<file path="config.mk">
export PLATFORM = sky130hd
export DESIGN_NAME = core_csr_access
export DESIGN_NICKNAME = d
export VERILOG_FILES = /design/src/rtl/core_csr_pkg.sv /design/src/rtl/core_csr_alu.sv /design/src/rtl/core_csr_access.sv
export SDC_FILE = /design/constraint.sdc
export NUM_CORES = 1
export LEC_CHECK = 0
export ABC_AREA = 0
export CORE_ASPECT_RATIO = 1.1
export CORE_MARGIN = 5
export CORE_UTILIZATION = 42
export CTS_BUF_LIST = sky130_fd_sc_hd__clkbuf_4
export CTS_CLUSTER_DIAMETER = 150
export DETAILED_ROUTE_END_ITERATION = 12
export PLACE_DENSITY = 0.84
export SYNTH_ARGS = -nofsm -noshare
export SYNTH_HDL_FRONTEND = slang
export SYNTH_SLANG_ARGS = --single-unit
export TNS_END_PERCENT = 50
</file>
<file path="constraint.sdc">
create_clock -name CLK -period 1.7 [get_ports CLK]
set_clock_uncertainty 0.1 [all_clocks]
set_input_delay 0.34 -clock CLK [delete_from_list [all_inputs] [get_ports CLK]]
set_output_delay 0.34 -clock CLK [all_outputs]
set_load 0.01 [all_outputs]
</file>
<file path="src/rtl/core_csr_pkg.sv">
// Shared definitions for the core CSR access path: funct3 codes, FSM encoding,
// and CSR addresses common to the initiator and the CSR register file.
package core_csr_pkg;

  localparam logic [2:0] CSR_RW  = 3'b001;
  localparam logic [2:0] CSR_RS  = 3'b010;
  localparam logic [2:0] CSR_RC  = 3'b011;
  localparam logic [2:0] CSR_RWI = 3'b101;
  localparam logic [2:0] CSR_RSI = 3'b110;
  localparam logic [2:0] CSR_RCI = 3'b111;

  localparam logic [1:0] ST_IDLE  = 2'd0;
  localparam logic [1:0] ST_READ  = 2'd1;
  localparam logic [1:0] ST_WRITE = 2'd2;
  localparam logic [1:0] ST_RESP  = 2'd3;

  localparam logic [11:0] MSTATUS  = 12'h300;
  localparam logic [11:0] MISA     = 12'h301;
  localparam logic [11:0] MIE      = 12'h304;
  localparam logic [11:0] MTVEC    = 12'h305;
  localparam logic [11:0] MSCRATCH = 12'h340;
  localparam logic [11:0] MEPC     = 12'h341;
  localparam logic [11:0] MCAUSE   = 12'h342;
  localparam logic [11:0] MTVAL    = 12'h343;
  localparam logic [11:0] MIP      = 12'h344;
  localparam logic [11:0] MHARTID  = 12'hF14;

  // Address bits [11:10] == 2'b11 mark a read-only CSR.
  function automatic logic csr_is_ro(input logic [11:0] addr);
    return addr[11:10] == 2'b11;
  endfunction

endpackage

</file>
<file path="src/rtl/core_csr_alu.sv">
// Combinational Zicsr read-modify-write datapath: new value, write intent and
// illegal-instruction detection from the latched instruction and old CSR value.
module core_csr_alu
  import core_csr_pkg::*;
#(
  parameter bit CHECK_RO = 1'b1
) (
  input  logic [2:0]  funct3,
  input  logic [11:0] csr,
  input  logic [31:0] old,
  input  logic [4:0]  rs1_idx,
  input  logic [31:0] rs1_data,
  output logic [31:0] new_val,
  output logic        wr_intent,
  output logic        illegal
);

  logic [31:0] src;

  always_comb begin
    src = funct3[2] ? {27'b0, rs1_idx} : rs1_data;

    unique case (funct3[1:0])
      2'b01:   new_val = src;
      2'b10:   new_val = old | src;
      2'b11:   new_val = old & ~src;
      default: new_val = old;
    endcase

    // Set/clear with x0 or zimm==0 is a pure read and must not write.
    wr_intent = (funct3[1:0] == 2'b01) || (rs1_idx != '0);

    illegal = (funct3[1:0] == 2'b00) ||
              (CHECK_RO && wr_intent && csr_is_ro(csr));
  end

endmodule

</file>
<file path="src/rtl/core_csr_access.sv">
// Initiator side of the CSR register-file port: runs one Zicsr instruction at a
// time as READ -> WRITE -> RESP and returns the old value for rd writeback.
module core_csr_access
  import core_csr_pkg::*;
#(
  parameter bit CHECK_RO = 1'b1
) (
  input  logic        CLK,
  input  logic        RST_N,
  input  logic        FLUSH,
  input  logic        REQ_VALID,
  output logic        REQ_READY,
  input  logic [2:0]  REQ_FUNCT3,
  input  logic [11:0] REQ_CSR,
  input  logic [4:0]  REQ_RS1_IDX,
  input  logic [31:0] REQ_RS1_DATA,
  input  logic [4:0]  REQ_RD,
  output logic        RSP_VALID,
  input  logic        RSP_READY,
  output logic [4:0]  RSP_RD,
  output logic [31:0] RSP_DATA,
  output logic        RSP_ILLEGAL,
  output logic [11:0] CSR_ADDR,
  output logic [31:0] CSR_WDATA,
  output logic        CSR_WE,
  input  logic [31:0] CSR_RDATA
);

  logic [1:0]  state, state_nxt;
  logic [2:0]  funct3_q;
  logic [11:0] csr_q;
  logic [4:0]  rs1_idx_q;
  logic [31:0] rs1_data_q;
  logic [4:0]  rd_q;
  logic [31:0] old_q;

  logic [31:0] new_val;
  logic        wr_intent;
  logic        illegal;
  logic        accept;

  core_csr_alu #(
    .CHECK_RO (CHECK_RO)
  ) u_alu (
    .funct3    (funct3_q),
    .csr       (csr_q),
    .old       (old_q),
    .rs1_idx   (rs1_idx_q),
    .rs1_data  (rs1_data_q),
    .new_val   (new_val),
    .wr_intent (wr_intent),
    .illegal   (illegal)
  );

  assign accept = (state == ST_IDLE) && REQ_VALID && !FLUSH;

  always_comb begin
    state_nxt = state;
    unique case (state)
      ST_IDLE:  if (accept) state_nxt = ST_READ;
      ST_READ:  state_nxt = FLUSH ? ST_IDLE : ST_WRITE;
      // A flushed WRITE still commits its write; only the response is dropped.
      ST_WRITE: state_nxt = FLUSH ? ST_IDLE : ST_RESP;
      ST_RESP:  if (FLUSH || RSP_READY) state_nxt = ST_IDLE;
      default:  state_nxt = ST_IDLE;
    endcase
  end

  always_ff @(posedge CLK or negedge RST_N) begin
    if (!RST_N) begin
      state      <= ST_IDLE;
      funct3_q   <= '0;
      csr_q      <= '0;
      rs1_idx_q  <= '0;
      rs1_data_q <= '0;
      rd_q       <= '0;
      old_q      <= '0;
    end else begin
      state <= state_nxt;
      if (accept) begin
        funct3_q   <= REQ_FUNCT3;
        csr_q      <= REQ_CSR;
        rs1_idx_q  <= REQ_RS1_IDX;
        rs1_data_q <= REQ_RS1_DATA;
        rd_q       <= REQ_RD;
      end
      if (state == ST_READ) old_q <= CSR_RDATA;
    end
  end

  // Outputs decode from the asynchronously reset state, so reset drops CSR_WE at once.
  always_comb begin
    REQ_READY   = (state == ST_IDLE);
    CSR_ADDR    = (state == ST_READ || state == ST_WRITE) ? csr_q : '0;
    CSR_WE      = (state == ST_WRITE) && wr_intent && !illegal;
    CSR_WDATA   = CSR_WE ? new_val : '0;
    RSP_VALID   = (state == ST_RESP);
    RSP_RD      = RSP_VALID ? rd_q : '0;
    RSP_ILLEGAL = RSP_VALID && illegal;
    RSP_DATA    = (RSP_VALID && !illegal) ? old_q : '0;
  end

endmodule

</file>
# ---- Yosys cells after proc, flatten, opt, wreduce, memory -nomap -nowiden
# Index checks and enable logic that the tools add are counted.
dict set report word_totals {
  output_inout_bits 85
  latch_bits 0
  ff_bits 91
  ram_bits 0
  memories 0
  elab_cells 47
  in_bits 94
  mem_bits_ro 0
}
dict set report op_classes {
  n_mux 11
  n_lt_le_gt_ge 0
  bitwise_logic 3
  n_addsub 0
  shift 0
  mul 0
  n_div 0
  eq_ne 9
  n_reduce_logical 17
}
# cell count
set op_table {}
lappend op_table {{32-bit 2-to-1 mux} 3}
lappend op_table {{32-bit case mux with 3 select lines} 1}
lappend op_table {{32-bit AND} 1}
lappend op_table {{32-bit NOT} 1}
lappend op_table {{32-bit bitwise OR} 1}
lappend op_table {{12-bit 2-to-1 mux} 1}
lappend op_table {{2-bit == test, second input constant} 5}
lappend op_table {{2-bit 2-to-1 mux} 4}
lappend op_table {{2-bit case mux with 4 select lines} 1}
lappend op_table {{1-bit logical AND} 7}
lappend op_table {{5-bit 2-to-1 mux} 1}
lappend op_table {{5-bit nonzero test} 1}
lappend op_table {{2-bit by 1-bit == test with 1-bit output, second input constant} 2}
lappend op_table {{2-bit zero test} 2}
lappend op_table {{1-bit logical OR} 4}
lappend op_table {{2-bit by 1-bit != test with 1-bit output, second input constant} 2}
lappend op_table {{1-bit zero test} 2}
lappend op_table {{2-bit AND reduction} 1}

# ---- Longest topological paths before layout
dict set report depth {
  ltp_word 7
  ltp_mapped 6
  depth_no_buf 5
}

# ---- By module
# From an unflattened synthesis, not the netlist that was laid out.
dict set report hier_totals {
  cells_unflattened 476
  hier_area_um2 5363.9
}
# module seq_area_each_um2 instances area_per_inst_um2 cells_each
set modules_own_cells {}
lappend modules_own_cells {core_csr_access 2277.2 1 4159.0 298}
lappend modules_own_cells {core_csr_alu 0.0 1 1204.9 178}

# ---- Worst setup path before layout
# No wires, ideal clock.
dict set report synth_timing {
  path_type {register -> output}
  start {reg funct3_q[2]}
  end {out CSR_WDATA[11]}
  path_slack_ns -0.105
  arrival_ns 1.365
  required_time_ns 1.260
  path_stages_with_launch 7
  path_buffers 3
  cell_sequence {dfrtp_1 buf_2 buf_6 nor2_8 buf_4 a21oi_1 a211oi_1}
}
dict set report synth_via {
  elab_chain_len 5
  word_cells_on_any_way 6
  cone_classes {mux: 3; bitwise: 3}
}
# item line_no
set synth_lines {}
lappend synth_lines {{start: declaration} core_csr_access.sv:30} ;# logic [2:0] funct3_q;
lappend synth_lines {{start signal: assignment} core_csr_access.sv:72} ;# funct3_q <= '0;
lappend synth_lines {{start signal: assignment} core_csr_access.sv:81} ;# funct3_q <= REQ_FUNCT3;
lappend synth_lines {{32-bit 2-to-1 mux (*)} core_csr_alu.sv:21} ;# src = funct3[2] ? {27'b0, rs1_idx} : rs1_data;
lappend synth_lines {{32-bit NOT} core_csr_alu.sv:26} ;# 2'b11: new_val = old & ~src;
lappend synth_lines {{32-bit AND} core_csr_alu.sv:26}
lappend synth_lines {{32-bit case mux with 3 select lines (*)} core_csr_alu.sv:23} ;# unique case (funct3[1:0])
lappend synth_lines {{32-bit 2-to-1 mux (*)} core_csr_access.sv:96} ;# CSR_WDATA = CSR_WE ? new_val : '0;
lappend synth_lines {{end: declaration} core_csr_access.sv:24} ;# output logic [31:0] CSR_WDATA,
# Mark *: on every way between the ends. The rest lies on a longest branch, timed or not.

# ---- Final worst setup path
dict set report layout_timing {
  start {reg rs1_idx_q[2]}
  end {out RSP_DATA[15]}
}
dict set report layout_via {
  elab_chain_len 7
}
# item line_no
set layout_lines {}
lappend layout_lines {{start: declaration} core_csr_access.sv:32} ;# logic [4:0] rs1_idx_q;
lappend layout_lines {{start signal: assignment} core_csr_access.sv:74} ;# rs1_idx_q <= '0;
lappend layout_lines {{start signal: assignment} core_csr_access.sv:83} ;# rs1_idx_q <= REQ_RS1_IDX;
lappend layout_lines {{5-bit nonzero test} core_csr_alu.sv:31} ;# wr_intent = (funct3[1:0] == 2'b01) || (rs1_idx != '0);
lappend layout_lines {{1-bit logical OR} core_csr_alu.sv:31}
lappend layout_lines {{1-bit logical AND} core_csr_alu.sv:34} ;# (CHECK_RO && wr_intent && csr_is_ro(csr));
lappend layout_lines {{1-bit logical OR} core_csr_alu.sv:33} ;# illegal = (funct3[1:0] == 2'b00) ||
lappend layout_lines {{1-bit zero test} core_csr_access.sv:100} ;# RSP_DATA = (RSP_VALID && !illegal) ? old_q : '0;
lappend layout_lines {{1-bit logical AND} core_csr_access.sv:100}
lappend layout_lines {{32-bit 2-to-1 mux} core_csr_access.sv:100}
lappend layout_lines {{end: declaration} core_csr_access.sv:21} ;# output logic [31:0] RSP_DATA,
# Every way passes these cells.

==> results.json <==
{
  "clk_latency_ns": 0.43,
  "ir_worst_vdd_v": 0.000891,
  "grt_setup_unrepaired": "yes",
  "cts_buffers": 9,
  "rows": 41,
  "via_per_inst": 5.24,
  "start_util_pct": 43.0,
  "htree_levels": 3,
  "netlist_instances": 426,
  "status": "complete, but fails checks",
  "portBuffers": 178,
  "met2_length_um": 8630,
  "crit_start": "rs1_idx_q[2]$_DFFE_PN0P_",
  "wl_um": 16400,
  "clk_pin_slew_worst_paths_ns": 0.16,
  "seq_area_frac_synth_pct": 45.9,
  "hpwl_um": 11100,
  "synthTopCellsByArea": "dfrtp_1 46%, mux2_1 14%, mux2_2 6.6%",
  "layout.nets": 781,
  "cts_root_buf": "clkbuf_4",
  "die_height_um": 124,
  "top_layer_used": "met4",
  "cts_tree": "yes",
  "grt_max_degree": 41,
  "crit_arrival_ns": 2.13,
  "crit_required_ns": 1.26,
  "p_leak_nw": 3.74,
  "gp_congestion": 0.796,
  "first_pass_iters": 4,
  "final-hold-violation-count": 0,
  "synth_seq_cells": 91,
  "clock-sinks": 91,
  "startpoint_type": "register",
  "synth_most_common_cell": "dfrtp_1",
  "ant_nets": 0,
  "hold_path.class": "primary input to async pin",
  "gr-total-overflow": 0,
  "power_mw": 16.0,
  "ioPinCount": 179,
  "wl_met3_um": 1160,
  "die_w_um": 114,
  "ys.flop_type": "dfrtp_1",
  "pre_cts_slack_ns": -0.654,
  "max_freq_mhz": 390,
  "async_flop_share_pct": 100,
  "worstMarginPinSlew_ns": 0.383,
  "drtIter0Drc": 200,
  "design_area_sq_mm": 0.00853,
  "grt_pass1_vias": 4959,
  "drive_gt1_share_pct": 51.2,
  "synth_top_cell_by_area": "dfrtp_1",
  "wire_per_inst_um": 19.6,
  "fin_hold_ws_ns": 0.269,
  "dieArea_sq_mm": 0.0141,
  "setup_viol": 85,
  "vias": 4384,
  "crit_path_max_fanout": 4,
  "placed_area_sq_mm": 0.00760,
  "synth-edff-count": 0,
  "antenna_found_initial": 0,
  "synth_warnings": 0,
  "clockBufferDepth": 2,
  "r2r_start": "state[1]$_DFFE_PN0P_",
  "ff2ff_setup_slack_ns": 0.05,
  "failed_checks": "negative setup slack",
  "cp-end-kind": "output pin",
  "drc": 0,
  "route.layer.met1.wl_um": 6140,
  "fin_crit_ns": 2.57,
  "area_growth_pct": 71.8,
  "power_density_mw_per_mm2": 1880,
  "critical_path_class": "register to output pin",
  "period_share_pct": 151,
  "cp-endpoint": "RSP_DATA[15]",
  "core_sq_mm": 0.0115,
  "synth_area_sq_mm": 0.00497,
  "syn_avg_cell_area_sq_um": 11.7,
  "layout_setup_ws_ns": -0.866,
  "grt.total_usage_pct": 22.7,
  "drv_slew": 0,
  "r2r_end": "rs1_data_q[13]$_DFFE_PN0P_",
  "maxCapViolCount": 0,
  "diodes": 0,
  "yosys.cell_types.count": 31,
  "fill_cells": 744,
  "synth_top_area_share_pct": 45.9,
  "grt_pass1_wl_um": 25200,
  "netlist_top_cells_count": "91 x dfrtp_1, 60 x mux2_1, 32 x and3_1",
  "relSlewSlack_pct": 74.4,
  "r2r_cells": 5,
  "syn-num-nets": 525
}
-- registers in the layout, indices dropped and copies added, names as in the netlist --
signal	cells
rd_q	5
funct3_q	3
rs1_idx_q	5
state	2
csr_q	12
rs1_data_q	32
old_q	32
-- power by group --
group / internal, mW / switching [mW]
clock network: 0.293 / 0.761
registers: 3.28 / 0.892
logic: 5.91 / 4.87
total: 9.49 / 6.52
-- cell families (layout without fill, tap and decap cells) --
group	Yosys count	after routing	share of synthesized area, %
AO/OA/AOI/OAI	65	65	8.49
flip-flops	91	91	45.9
buffers and inverters	40	300	4.54
XOR/XNOR	32	32	5.64
AND/OR/NAND/NOR	97	97	12.6
multiplexers	96	96	21.6
adder cells (fa/ha/maj)	5	5	1.26
-- routing by layer --
metal | global-route usage [%] | vias up
li1 | - | 2006
met1 | 25.8 | 2178
met2 | 40.0 | 164
met3 | 6.22 | 36
met4 | 10.2 | 0
met5 | 0 | -
-- worst min path at each step --
| stage | start | cells past startpoint | end |
|---|---|---|---|
| after floorplan | RST_N | 0 | csr_q[0]$_DFFE_PN0P_ |
| after global placement | RST_N | 1 | old_q[4]$_DFFE_PN0N_ |
| after detailed placement | RST_N | 1 | old_q[4]$_DFFE_PN0N_ |
| after CTS | RST_N | 2 | old_q[4]$_DFFE_PN0N_ |
| after global routing | RST_N | 2 | old_q[3]$_DFFE_PN0N_ |
| final | RST_N | 2 | old_q[4]$_DFFE_PN0N_ |
-- critical path, cell delays in order (launching register included) --
cell     delay [ns]
dfrtp_1        0.45
nor3_4         0.23
nand3_4        0.11
a31oi_4        0.26
buf_6          0.17
buf_6          0.10
buf_6          0.09
and3_4         0.18
buf_6          0.10
-- layout by cell type, fill, tap and decap left out, types with 11 or more instances in the layout --
master and instances:
mux2_4 11, mux2_2 29, and3_4 26, a21oi_1 17
buf_12 19, mux2_1 49, buf_6 53, nor2b_1 15
and2_1 16, a211oi_2 14, buf_4 53, dfrtp_1 89
xnor2_1 20, a211oi_4 13, buf_2 52, clkdlybuf4s50_1 92
-- repair_timing --
item	in CTS	in global routing
endpoints found under the setup margin	132	117
buffers inserted	30	5
pin swaps	22	23
endpoints found under the hold margin	34	0
cloned	2	2
hold buffers	1	0
gates resized for setup	451	86
-- through the flow --
step,util [%],TNS (ns),std cells
floorplan,-,-1.59,426
CTS,70.1,-58.56,834
global route,73.9,-65.52,836
finish,73.9,-55.23,836
global placement,65.9,-48.77,786
detailed placement,65.9,-50.74,786
-- area by class of cell --
type,instances,area (sq um),share of cell area [%]
Multi-Input combinational cell,295,3210,37.6
Clock buffer,9,67.6,0.792
Clock inverter,6,41.3,0.484
Sequential cell,91,2280,26.7
Tap cell,150,188,2.20
Timing Repair Buffer,280,2730,31.9
Inverter,5,21.3,0.249
Note: power is estimated with default switching activity, not from simulation.
